--- src/rtl/tmds_pkg.sv ---
// Shared types and constants for the TMDS PLL sequencer.
// The package holds the FSM encoding, the phase/duty field width, their defaults and a max helper.
package tmds_pkg;

  typedef enum logic [2:0] {
    RST_HOLD,
    WAIT_LOCK,
    LOCK_FILT,
    RUN,
    SETTLE
  } pll_state_t;

  localparam int CFG_W = 4;
  localparam logic [CFG_W-1:0] DEF_PSDA_C   = 4'b0000;
  localparam logic [CFG_W-1:0] DEF_DUTYDA_C = 4'b1000;

  function automatic int max_int(input int a, input int b);
    return (a > b) ? a : b;
  endfunction

endpackage

--- src/rtl/sync_2ff.sv ---
// Two-flop level synchronizer for slow asynchronous status inputs.
// The output resets to 0.
module sync_2ff #(
  parameter int WIDTH = 1
) (
  input  logic             clk,
  input  logic             rst_n,
  input  logic [WIDTH-1:0] d,
  output logic [WIDTH-1:0] q
);

  logic [WIDTH-1:0] meta_reg;
  logic [WIDTH-1:0] sync_reg;

  always_ff @(posedge clk or negedge rst_n) begin
    if (!rst_n) begin
      meta_reg <= '0;
      sync_reg <= '0;
    end else begin
      meta_reg <= d;
      sync_reg <= meta_reg;
    end
  end

  assign q = sync_reg;

endmodule

--- src/rtl/tmds_pll_ctrl.sv ---
// TMDS serial-clock PLL sequencer.
// The block pulses the PLL reset and qualifies LOCK before releasing the serializer. It also applies PSDA/DUTYDA updates.
module tmds_pll_ctrl
  import tmds_pkg::*;
#(
  parameter int              RST_CYCLES    = 16,
  parameter int              LOCK_TIMEOUT  = 65536,
  parameter int              STABLE_CYCLES = 1024,
  parameter int              SETTLE_CYCLES = 64,
  parameter int              MAX_RETRY     = 4,
  parameter logic [CFG_W-1:0] DEF_PSDA     = DEF_PSDA_C,
  parameter logic [CFG_W-1:0] DEF_DUTYDA   = DEF_DUTYDA_C
) (
  input  logic             clk,
  input  logic             rst_n,
  input  logic             pll_lock_i,
  output logic             pll_reset_o,
  output logic [CFG_W-1:0] pll_psda_o,
  output logic [CFG_W-1:0] pll_dutyda_o,
  input  logic             cfg_valid,
  input  logic [CFG_W-1:0] cfg_psda,
  input  logic [CFG_W-1:0] cfg_dutyda,
  output logic             cfg_ready,
  output logic             serdes_rst_n_o,
  output logic             pll_ready,
  output logic             pll_fail,
  output logic [7:0]       relock_cnt
);

  localparam int TMAX    = max_int(max_int(RST_CYCLES, LOCK_TIMEOUT),
                                   max_int(STABLE_CYCLES, SETTLE_CYCLES));
  localparam int TIMER_W = max_int($clog2(TMAX + 1), 1);
  localparam int RETRY_W = max_int($clog2(MAX_RETRY + 1), 1);

  localparam logic [TIMER_W-1:0] TIMER_ONE   = TIMER_W'(1);
  localparam logic [TIMER_W-1:0] RST_LAST    = TIMER_W'(RST_CYCLES - 1);
  localparam logic [TIMER_W-1:0] TO_LAST     = TIMER_W'(LOCK_TIMEOUT - 1);
  localparam logic [TIMER_W-1:0] STABLE_LAST = TIMER_W'(STABLE_CYCLES - 1);
  localparam logic [TIMER_W-1:0] SETTLE_LAST = TIMER_W'(SETTLE_CYCLES - 1);
  localparam logic [RETRY_W-1:0] RETRY_MAX   = RETRY_W'(MAX_RETRY);

  pll_state_t         state_reg, state_next;
  logic [TIMER_W-1:0] timer_reg, timer_next;
  logic [RETRY_W-1:0] retry_reg, retry_next;
  logic               fail_reg, fail_next;
  logic [7:0]         relock_reg, relock_next;
  logic [CFG_W-1:0]   psda_reg, psda_next;
  logic [CFG_W-1:0]   dutyda_reg, dutyda_next;
  logic               pll_reset_reg, serdes_rst_n_reg, ready_reg;
  logic               lock_s;

  sync_2ff #(.WIDTH(1)) u_lock_sync (
    .clk   (clk),
    .rst_n (rst_n),
    .d     (pll_lock_i),
    .q     (lock_s)
  );

  // A lock drop in RUN always wins over a pending update.
  assign cfg_ready = (state_reg == RUN) && lock_s;

  always_comb begin
    state_next  = state_reg;
    timer_next  = timer_reg + TIMER_ONE;
    retry_next  = retry_reg;
    fail_next   = fail_reg;
    relock_next = relock_reg;
    psda_next   = psda_reg;
    dutyda_next = dutyda_reg;

    case (state_reg)
      RST_HOLD: begin
        if (timer_reg == RST_LAST) state_next = WAIT_LOCK;
      end
      WAIT_LOCK: begin
        if (lock_s) begin
          state_next = LOCK_FILT;
        end else if (timer_reg == TO_LAST) begin
          if (retry_reg != RETRY_MAX) retry_next = retry_reg + 1'b1;
          if (retry_next == RETRY_MAX) fail_next = 1'b1;
          state_next = RST_HOLD;
        end
      end
      LOCK_FILT: begin
        if (!lock_s) begin
          state_next = WAIT_LOCK;
        end else if (timer_reg == STABLE_LAST) begin
          state_next = RUN;
          retry_next = '0;
          fail_next  = 1'b0;
        end
      end
      RUN: begin
        timer_next = '0;
        if (!lock_s) begin
          if (relock_reg != 8'hFF) relock_next = relock_reg + 8'd1;
          state_next = RST_HOLD;
        end else if (cfg_valid) begin
          psda_next   = cfg_psda;
          dutyda_next = cfg_dutyda;
          state_next  = SETTLE;
        end
      end
      SETTLE: begin
        if (!lock_s) begin
          if (relock_reg != 8'hFF) relock_next = relock_reg + 8'd1;
          state_next = RST_HOLD;
        end else if (timer_reg == SETTLE_LAST) begin
          state_next = RUN;
        end
      end
      default: state_next = RST_HOLD;
    endcase

    // Every state entry restarts the shared timer.
    if (state_next != state_reg) timer_next = '0;
  end

  always_ff @(posedge clk or negedge rst_n) begin
    if (!rst_n) begin
      state_reg        <= RST_HOLD;
      timer_reg        <= '0;
      retry_reg        <= '0;
      fail_reg         <= 1'b0;
      relock_reg       <= 8'd0;
      psda_reg         <= DEF_PSDA;
      dutyda_reg       <= DEF_DUTYDA;
      pll_reset_reg    <= 1'b1;
      serdes_rst_n_reg <= 1'b0;
      ready_reg        <= 1'b0;
    end else begin
      state_reg        <= state_next;
      timer_reg        <= timer_next;
      retry_reg        <= retry_next;
      fail_reg         <= fail_next;
      relock_reg       <= relock_next;
      psda_reg         <= psda_next;
      dutyda_reg       <= dutyda_next;
      pll_reset_reg    <= (state_next == RST_HOLD);
      serdes_rst_n_reg <= (state_next == RUN);
      ready_reg        <= (state_next == RUN);
    end
  end

  assign pll_reset_o    = pll_reset_reg;
  assign pll_psda_o     = psda_reg;
  assign pll_dutyda_o   = dutyda_reg;
  assign serdes_rst_n_o = serdes_rst_n_reg;
  assign pll_ready      = ready_reg;
  assign pll_fail       = fail_reg;
  assign relock_cnt     = relock_reg;

endmodule

--- config.mk ---
export PLATFORM = sky130hd
export DESIGN_NAME = tmds_pll_ctrl
export DESIGN_NICKNAME = d
export VERILOG_FILES = /design/src/rtl/tmds_pkg.sv /design/src/rtl/sync_2ff.sv /design/src/rtl/tmds_pll_ctrl.sv
export SDC_FILE = /design/constraint.sdc
export NUM_CORES = 1
export LEC_CHECK = 0
export CORE_ASPECT_RATIO = 1.2
export CORE_UTILIZATION = 30
export DETAILED_ROUTE_END_ITERATION = 16
export PLACE_DENSITY_LB_ADDON = 0.1
export SLEW_MARGIN = 20
export SYNTH_ARGS = -nofsm -noshare
export SYNTH_HDL_FRONTEND = slang
export SYNTH_SLANG_ARGS = --single-unit
--- constraint.sdc ---
create_clock -name clk -period 3.8 [get_ports clk]
set_clock_uncertainty 0.15 [all_clocks]
set_input_delay 0.76 -clock clk [delete_from_list [all_inputs] [get_ports clk]]
set_output_delay 0.76 -clock clk [all_outputs]
set_load 0.005 [all_outputs]
==> key figures, run 1 <==
Logic synthesis
  • Post-synth ARST share: 100%
  • Count of cell types in the netlist: 48
  • Sequential share of the synthesized area: 48.5%
  • Synth Register Bits: 44
  • Predominant post-synthesis flop cell: dfrtp_1
  • Synth Area in XOR/XNOR: 8.08%
  • Mux cell area share after synthesis: 4.89%
  • Largest family of logic cells by synthesized area: simple AND/OR/NAND/NOR gates
  • Compound-Gate Fraction of Synth Area: 8.30%
  • Simple-gate portion of the synthesized area: 23.7%
  • Synth Area per Inst: 10.4 um^2
  • Synthesized cell area: 2280 um^2
  • YS warnings: 0
  • Number of flops mapped to enable cells by yosys: 0
  • Cell count after synthesis: 220
  • Adder-cell share of the synthesized area: 2.75%
  • Synthesized Nets: 237

Final layout
  • Commonest non-fill, non-tap cell in the layout: dfrtp_1
  • Antenna diode count: 0
  • Commonest non-fill, non-tap cells in the layout: 42 x dfrtp_1, 31 x nor2_1, 31 x clkdlybuf4s50_1
  • Filler cells: 759
  • Synthesis-to-finish area growth: 21.5%
  • Largest register FFs: 17
  • Fin nets: 267
  • Fraction of layout cells with a size suffix above 1: 12.0%

STA
  • Final worst path period share: 82.1%
  • Final setup viols: 0
  • Setup TNS Final: 0 ns
  • Relative slew slack: 63.5%
  • Slew of the pin with the lowest slew margin: 0.548 ns
  • Min Hold Slack: 0.212 ns
  • Slew Viols, Final: 0
  • Fmax: 321 MHz
  • Period minus WS final: 3.12 ns
  • RSZ-0062 raised after global routing: no
  • Final hold violation count: 0

Setup path
  • Worst path required time: 3.81 ns
  • WP data arrival: 3.13 ns
  • Worst reg2reg path endpoint: timer_reg[14]
  • Worst setup SP type: register
  • R2R setup slack: 0.68 ns
  • WP buf/inv: 0
  • Critical Path Sink Type: register
  • CP max stage delay: 0.47 ns
  • CP endpoint: timer_reg[14]
  • Worst-path fanout max: 17
  • Reg2Reg Depth: 10
  • Critical path cell sequence: ha_1 -> and3_1 -> and3_1 -> and3_1 -> ha_1 -> or4b_1 -> a21oi_1 -> o32ai_1 -> o211ai_4 -> nor2_1
  • CP Class: reg -> reg
  • Slowest cell on crit path: or4b_1
  • CP top delay family: simple AND/OR/NAND/NOR gates
  • Worst setup path startpoint: timer_reg[0]
  • Levels on crit path: 10
  • Most frequent CP cell: and3_1
  • Worst reg2reg startpoint: timer_reg[0]

Clocking
  • Clock Path Buffers: 2
  • Worst-Skew Late Latency: 0.30 ns
  • Cts repair resizes: 0
  • Post-CTS Setup Inserts: 0
  • Clock Sink Count: 44
  • CTS buffer count: 5
  • Hold Buf Count CTS: 0
  • CTS clk-pin slew, worst paths: 0.09 ns
  • H-tree depth: 2
  • TritonCTS clock tree: done
  • CTS root buf: clkbuf_8

Floorplan
  • Site Rows: 34
  • Die width: 81.5 um
  • Die Ht: 97.4 um
  • IO Pins: 33
  • Die ar.: 7940 um^2
  • Core Area: 7320 um^2
  • Initial core utilization: 31.1%

Detailed routing
  • Routed wire length per instance: 13.1 um
  • DRC errors left: 0
  • DR vias/cell: 4.87
  • Antenna Nets Post-Route: 0
  • DRT iter0 DRCs: 66
  • Pre-antenna DRT Iters: 4
  • M1 WL: 2.11 mm
  • Wire length on met3: 139 um
  • Top Metal Used: met4
  • Met2 wire len: 2.16 mm
  • Vias: 1662
  • WL final: 4.47 mm

Power
  • Pwr/cell area: 508 nW/um^2
  • Max VDD drop: 0.259 mV
  • Final Total Pwr: 1.41 mW
  • Leakage power total: 1.17 nW

Placement
  • PortBufs: 32
  • Detail Placement HPWL: 3.15 mm
  • Placer's final routability congestion estimate: 0.720

Run status
  • Status: finished clean

Worst hold path
  • Hold/Removal Path Class: reg -> reg
  • Startpoint of the worst hold path: u_lock_sync.meta_reg

GRT
  • First-pass GRT wire length: 7.56 mm
  • Congestion Overflow GR: 0
  • Vias in the first global route: 1588
  • Pin count of the biggest net entering global routing: 45
  • Initial antenna violation count: 0
  • GRT Util Overall: 12.4%

Run
  • Max-cap viol count: 0
==> logic make-up (layout without fill, tap and decap cells) <==
logic type | count (synthesis) | count (layout)
mux | 10 | 10
buf+inv | 16 | 47
fa+ha+maj | 5 | 5
flops | 44 | 44
xor+xnor | 21 | 21
simple gates | 99 | 99
compound gates | 25 | 25
==> final cells by class <==
class | instances | area [um^2] | area share, %
Sequential cell | 44 | 1100 | 39.9
Timing Repair Buffer | 32 | 318 | 11.5
Clock inverter | 2 | 38.8 | 1.40
Multi-Input combinational cell | 160 | 1090 | 39.2
Inverter | 7 | 26.3 | 0.949
Clock buffer | 6 | 82.6 | 2.98
Tap cell | 90 | 113 | 4.07
==> per-layer routing <==
layer | vias to the layer above | GRT usage, %
met5 | - | 0
met4 | 0 | 4.53
met3 | 7 | 2.54
met2 | 23 | 19.8
met1 | 808 | 16.1
li1 | 824 | -
==> Yosys cell counts (3+ instances only) <==
cell type | count | area [um^2]
mux2_2 | 9 | 101
nand4_1 | 7 | 43.8
and2_1 | 3 | 18.8
buf_4 | 3 | 22.5
ha_1 | 5 | 62.6
nand2_1 | 12 | 45.0
clkbuf_1 | 3 | 11.3
nor3_1 | 5 | 25.0
a21oi_1 | 11 | 55.1
dfrtp_1 | 42 | 1050
xor2_1 | 10 | 87.6
inv_1 | 7 | 26.3
and3_1 | 7 | 43.8
nand3_1 | 11 | 55.1
xnor2_1 | 11 | 96.3
nor2_1 | 31 | 116
==> how the worst min path moves through the flow <==
stage	to	slack, ns	depth (start not counted)
3_5_place_dp	u_lock_sync.q	0.20	0
2_1_floorplan	u_lock_sync.q	0.18	0
4_1_cts	u_lock_sync.q	0.22	0
3_3_place_gp	u_lock_sync.q	0.20	0
5_1_grt	u_lock_sync.q	0.22	0
6_report	u_lock_sync.q	0.21	0
==> power breakdown <==
group	switching, mW	internal [mW]	leakage, nW
Clock	0.167	0.215	0.0614
Combinational	0.167	0.207	0.526
Sequential	0.0964	0.553	0.583
==> per-stage QoR <==
step                area [um^2]  cells  utilization, %  setup WS, ns
floorplan                  2280    220               -         0.962
global placement           2640    333            36.1         0.718
detailed placement         2640    333            36.1         0.648
CTS                        2770    341            37.8         0.644
global route               2770    341            37.8         0.459
finish                     2770    341            37.8         0.682
No activity file was read; power rests on OpenSTA's default activity.
==> run 2, diff against run 1 <==
Clock period 3.8 ns to 2.9 ns, I/O delays scaled along.
==> run 2 against run 1 <==
Against the previous run:
- cell count rose by 4.4%
- combinational power up 69%
- count of clock-buffer cells in the layout did not move
- cell area rose by 7.7%
- critical endpoint is now timer_reg[15]
- largest cell class is now multi-input combinational cells
==> key figures, run 2 (same netlist as run 1, synthesis figures left out) <==
Setup path
  • Worst-path fanout max: 8 (was 17)
  • Most frequent CP cell: and3_4 (was and3_1)
  • CP Class: reg -> reg (unchanged)
  • R2R setup slack: 0.03 ns (was 0.68 ns)
  • WP data arrival: 2.91 ns (was 3.13 ns)
  • Worst setup SP type: register (unchanged)
  • Worst reg2reg path endpoint: timer_reg[15] (was timer_reg[14])
  • Worst reg2reg startpoint: timer_reg[0] (unchanged)
  • Worst path required time: 2.94 ns (was 3.81 ns)
  • CP max stage delay: 0.54 ns (was 0.47 ns)
  • Slowest cell on crit path: or4b_4 (was or4b_1)
  • Reg2Reg Depth: 11 (was 10)
  • Critical Path Sink Type: register (unchanged)
  • Critical path cell sequence: ha_2 -> and3_4 -> and3_4 -> and3_4 -> ha_4 -> or4b_4 -> a21oi_4 -> o32ai_4 -> o211ai_4 -> clkbuf_16 -> nor2_1 (was ha_1 -> and3_1 -> and3_1 -> and3_1 -> ha_1 -> or4b_1 -> a21oi_1 -> o32ai_1 -> o211ai_4 -> nor2_1)

Detailed routing
  • Vias: 1726 (was 1662)
  • M1 WL: 2.21 mm (was 2.11 mm)
  • Antenna Nets Post-Route: 0 (unchanged)
  • DRC errors left: 0 (unchanged)
  • DRT iter0 DRCs: 45 (was 66)
  • Pre-antenna DRT Iters: 4 (unchanged)
  • Top Metal Used: met4 (unchanged)
  • WL final: 4.83 mm (was 4.47 mm)
  • Routed wire length per instance: 13.6 um (was 13.1 um)
  • DR vias/cell: 4.85 (was 4.87)
  • Met2 wire len: 2.41 mm (was 2.16 mm)
  • Wire length on met3: 122 um (was 139 um)

Floorplan
  • Core Area: 7320 um^2 (unchanged)
  • IO Pins: 33 (unchanged)
  • Die Ht: 97.4 um (unchanged)
  • Initial core utilization: 31.1% (unchanged)
  • Site Rows: 34 (unchanged)
  • Die ar.: 7940 um^2 (unchanged)
  • Die width: 81.5 um (unchanged)

Final layout
  • Filler cells: 739 (was 759)
  • Final instance area: 2980 um^2 (was 2770 um^2)
  • Commonest non-fill, non-tap cell in the layout: dfrtp_1 (unchanged)
  • Synthesis-to-finish area growth: 30.9% (was 21.5%)
  • Commonest non-fill, non-tap cells in the layout: 42 x dfrtp_1, 31 x clkdlybuf4s50_1, 30 x nor2_1 (was 42 x dfrtp_1, 31 x nor2_1, 31 x clkdlybuf4s50_1)
  • Fin nets: 282 (was 267)
  • Register Area: 1100 um^2 (unchanged)
  • Area occupied by multi-input gates: 1160 um^2 (was 1090 um^2)
  • Largest register FFs: 17 (unchanged)
  • Antenna diode count: 0 (unchanged)
  • Fraction of layout cells with a size suffix above 1: 21.1% (was 12.0%)

Power
  • Total net switching power: 0.613 mW (was 0.431 mW)
  • Pint: 1.37 mW (was 0.975 mW)
  • Pwr/cell area: 666 nW/um^2 (was 508 nW/um^2)
  • Max VDD drop: 0.286 mV (was 0.259 mV)
  • Clk network pwr share: 25.5% (was 27.2%)
  • Leakage power total: 1.25 nW (was 1.17 nW)
  • Sequential power share: 42.7% (was 46.2%)
  • Switch share: 30.9% (was 30.6%)
  • Comb pwr share: 31.8% (was 26.6%)

Placement
  • Placer's final routability congestion estimate: 0.723 (was 0.720)
  • PortBufs: 32 (unchanged)
  • DP Area: 2730 um^2 (was 2640 um^2)
  • Detail Placement HPWL: 3.34 mm (was 3.15 mm)
  • DP Worst Slack: 0.0546 ns (was 0.648 ns)

Clocking
  • CTS root buf: clkbuf_8 (unchanged)
  • CTS clk-pin slew, worst paths: 0.09 ns (about the same)
  • Worst-Skew Late Latency: 0.30 ns (about the same)
  • Hold Buf Count CTS: 0 (unchanged)
  • H-tree depth: 2 (unchanged)
  • Clock Sink Count: 44 (unchanged)
  • Clock Path Buffers: 2 (unchanged)
  • CTS buffer count: 5 (unchanged)
  • TritonCTS clock tree: done (unchanged)

GRT
  • Vias in the first global route: 1721 (was 1588)
  • Initial antenna violation count: 0 (unchanged)
  • GRT Util Overall: 12.9% (was 12.4%)
  • First-pass GRT wire length: 8.00 mm (was 7.56 mm)
  • Pin count of the biggest net entering global routing: 30 (was 45)
  • Congestion Overflow GR: 0 (unchanged)

Worst hold path
  • Hold/Removal Path Class: in -> async (was reg -> reg)

STA
  • Fmax: 349 MHz (was 321 MHz)
  • Setup ws final: 0.0345 ns (was 0.682 ns)
  • Slew of the pin with the lowest slew margin: 0.517 ns (was 0.548 ns)
  • Relative slew slack: 65.3% (was 63.5%)
  • RSZ-0062 raised after global routing: yes (was no)
  • Final worst path period share: 98.8% (was 82.1%)
  • Final hold violation count: 0 (unchanged)
  • Final setup viols: 0 (unchanged)
  • Min Hold Slack: 0.0257 ns (was 0.212 ns)
  • Period minus WS final: 2.87 ns (was 3.12 ns)
  • Slew Viols, Final: 0 (unchanged)

Run status
  • Status: finished clean (unchanged)

Run
  • Max-cap viol count: 0 (unchanged)
==> run 2: cell types whose count changed in the layout (fill, tap and decap cells not counted), sizes merged <==
cell and change:
buf +14, clkbuf +1
==> run 2: area by class of cell <==
class | count | area share (%)
inverter | 7 | 0.881
clock inverter | 2 | 1.30
timing repair buffer | 47 | 15.4
clock buffer | 6 | 2.77
sequential | 44 | 37.0
multi-input combinational | 160 | 38.9
tap | 90 | 3.78
==> run 2: through the flow <==
step / util [%] / power, mW / instances / TNS, ns
CTS: 39.0 / 1.93 / 351 / 0
finish: 40.7 / 1.99 / 356 / 0
global route: 40.7 / 2.12 / 356 / -0.253
floorplan: - / 1.18 / 220 / 0
global placement: 37.3 / 1.41 / 343 / 0
detailed placement: 37.3 / 1.41 / 343 / 0
==> run 2: worst max-delay path by stage <==
| stage | from | end | slack, ns | cells after the start |
|---|---|---|---|---|
| floorplan | timer_reg[0] | timer_reg[12] | 0.06 | 11 |
| global placement | timer_reg[0] | timer_reg[13] | 0.09 | 11 |
| detailed placement | timer_reg[0] | timer_reg[2] | 0.05 | 11 |
| CTS | timer_reg[0] | timer_reg[14] | 0.03 | 11 |
| global route | timer_reg[0] | timer_reg[3] | -0.03 | 11 |
| finish | timer_reg[0] | timer_reg[15] | 0.03 | 11 |
==> run 2: timing repair <==
| item | in CTS | in global routing |
|---|---|---|
| gates resized for setup | 0 | 14 |
| buffers inserted | 0 | 4 |
| endpoints found under the setup margin | 0 | 18 |
==> run 2: power by group through the flow <==
stage	Clock, mW	Combinational, mW	Sequential, mW
floorplan	0	0.356	0.819
global route	0.548	0.703	0.868
global placement	0	0.554	0.859
CTS	0.524	0.557	0.847
detailed placement	0	0.556	0.858
finish	0.506	0.632	0.847
==> run 2: metal layers <==
layer,global-route usage [%],vias to the layer above
met4,4.53,0
li1,-,856
met1,17.0,841
met5,0,-
met2,21.0,21
met3,2.25,8
==> run 2: worst max-delay path, delay by kind of cell, from the launching register on <==
kind | cells | cell delay, ns
fa+ha+maj | 2 | 0.34
buf+inv | 1 | 0.20
flops | 1 | 0.42
simple gates | 5 | 1.08
compound gates | 3 | 0.57
==> run 3, diff against run 2 <==
Settings changed: CTS_CLUSTER_SIZE set to 8.
==> results of run 3 <==
The final DEF is identical to that of run 2; final timing and power are the same.
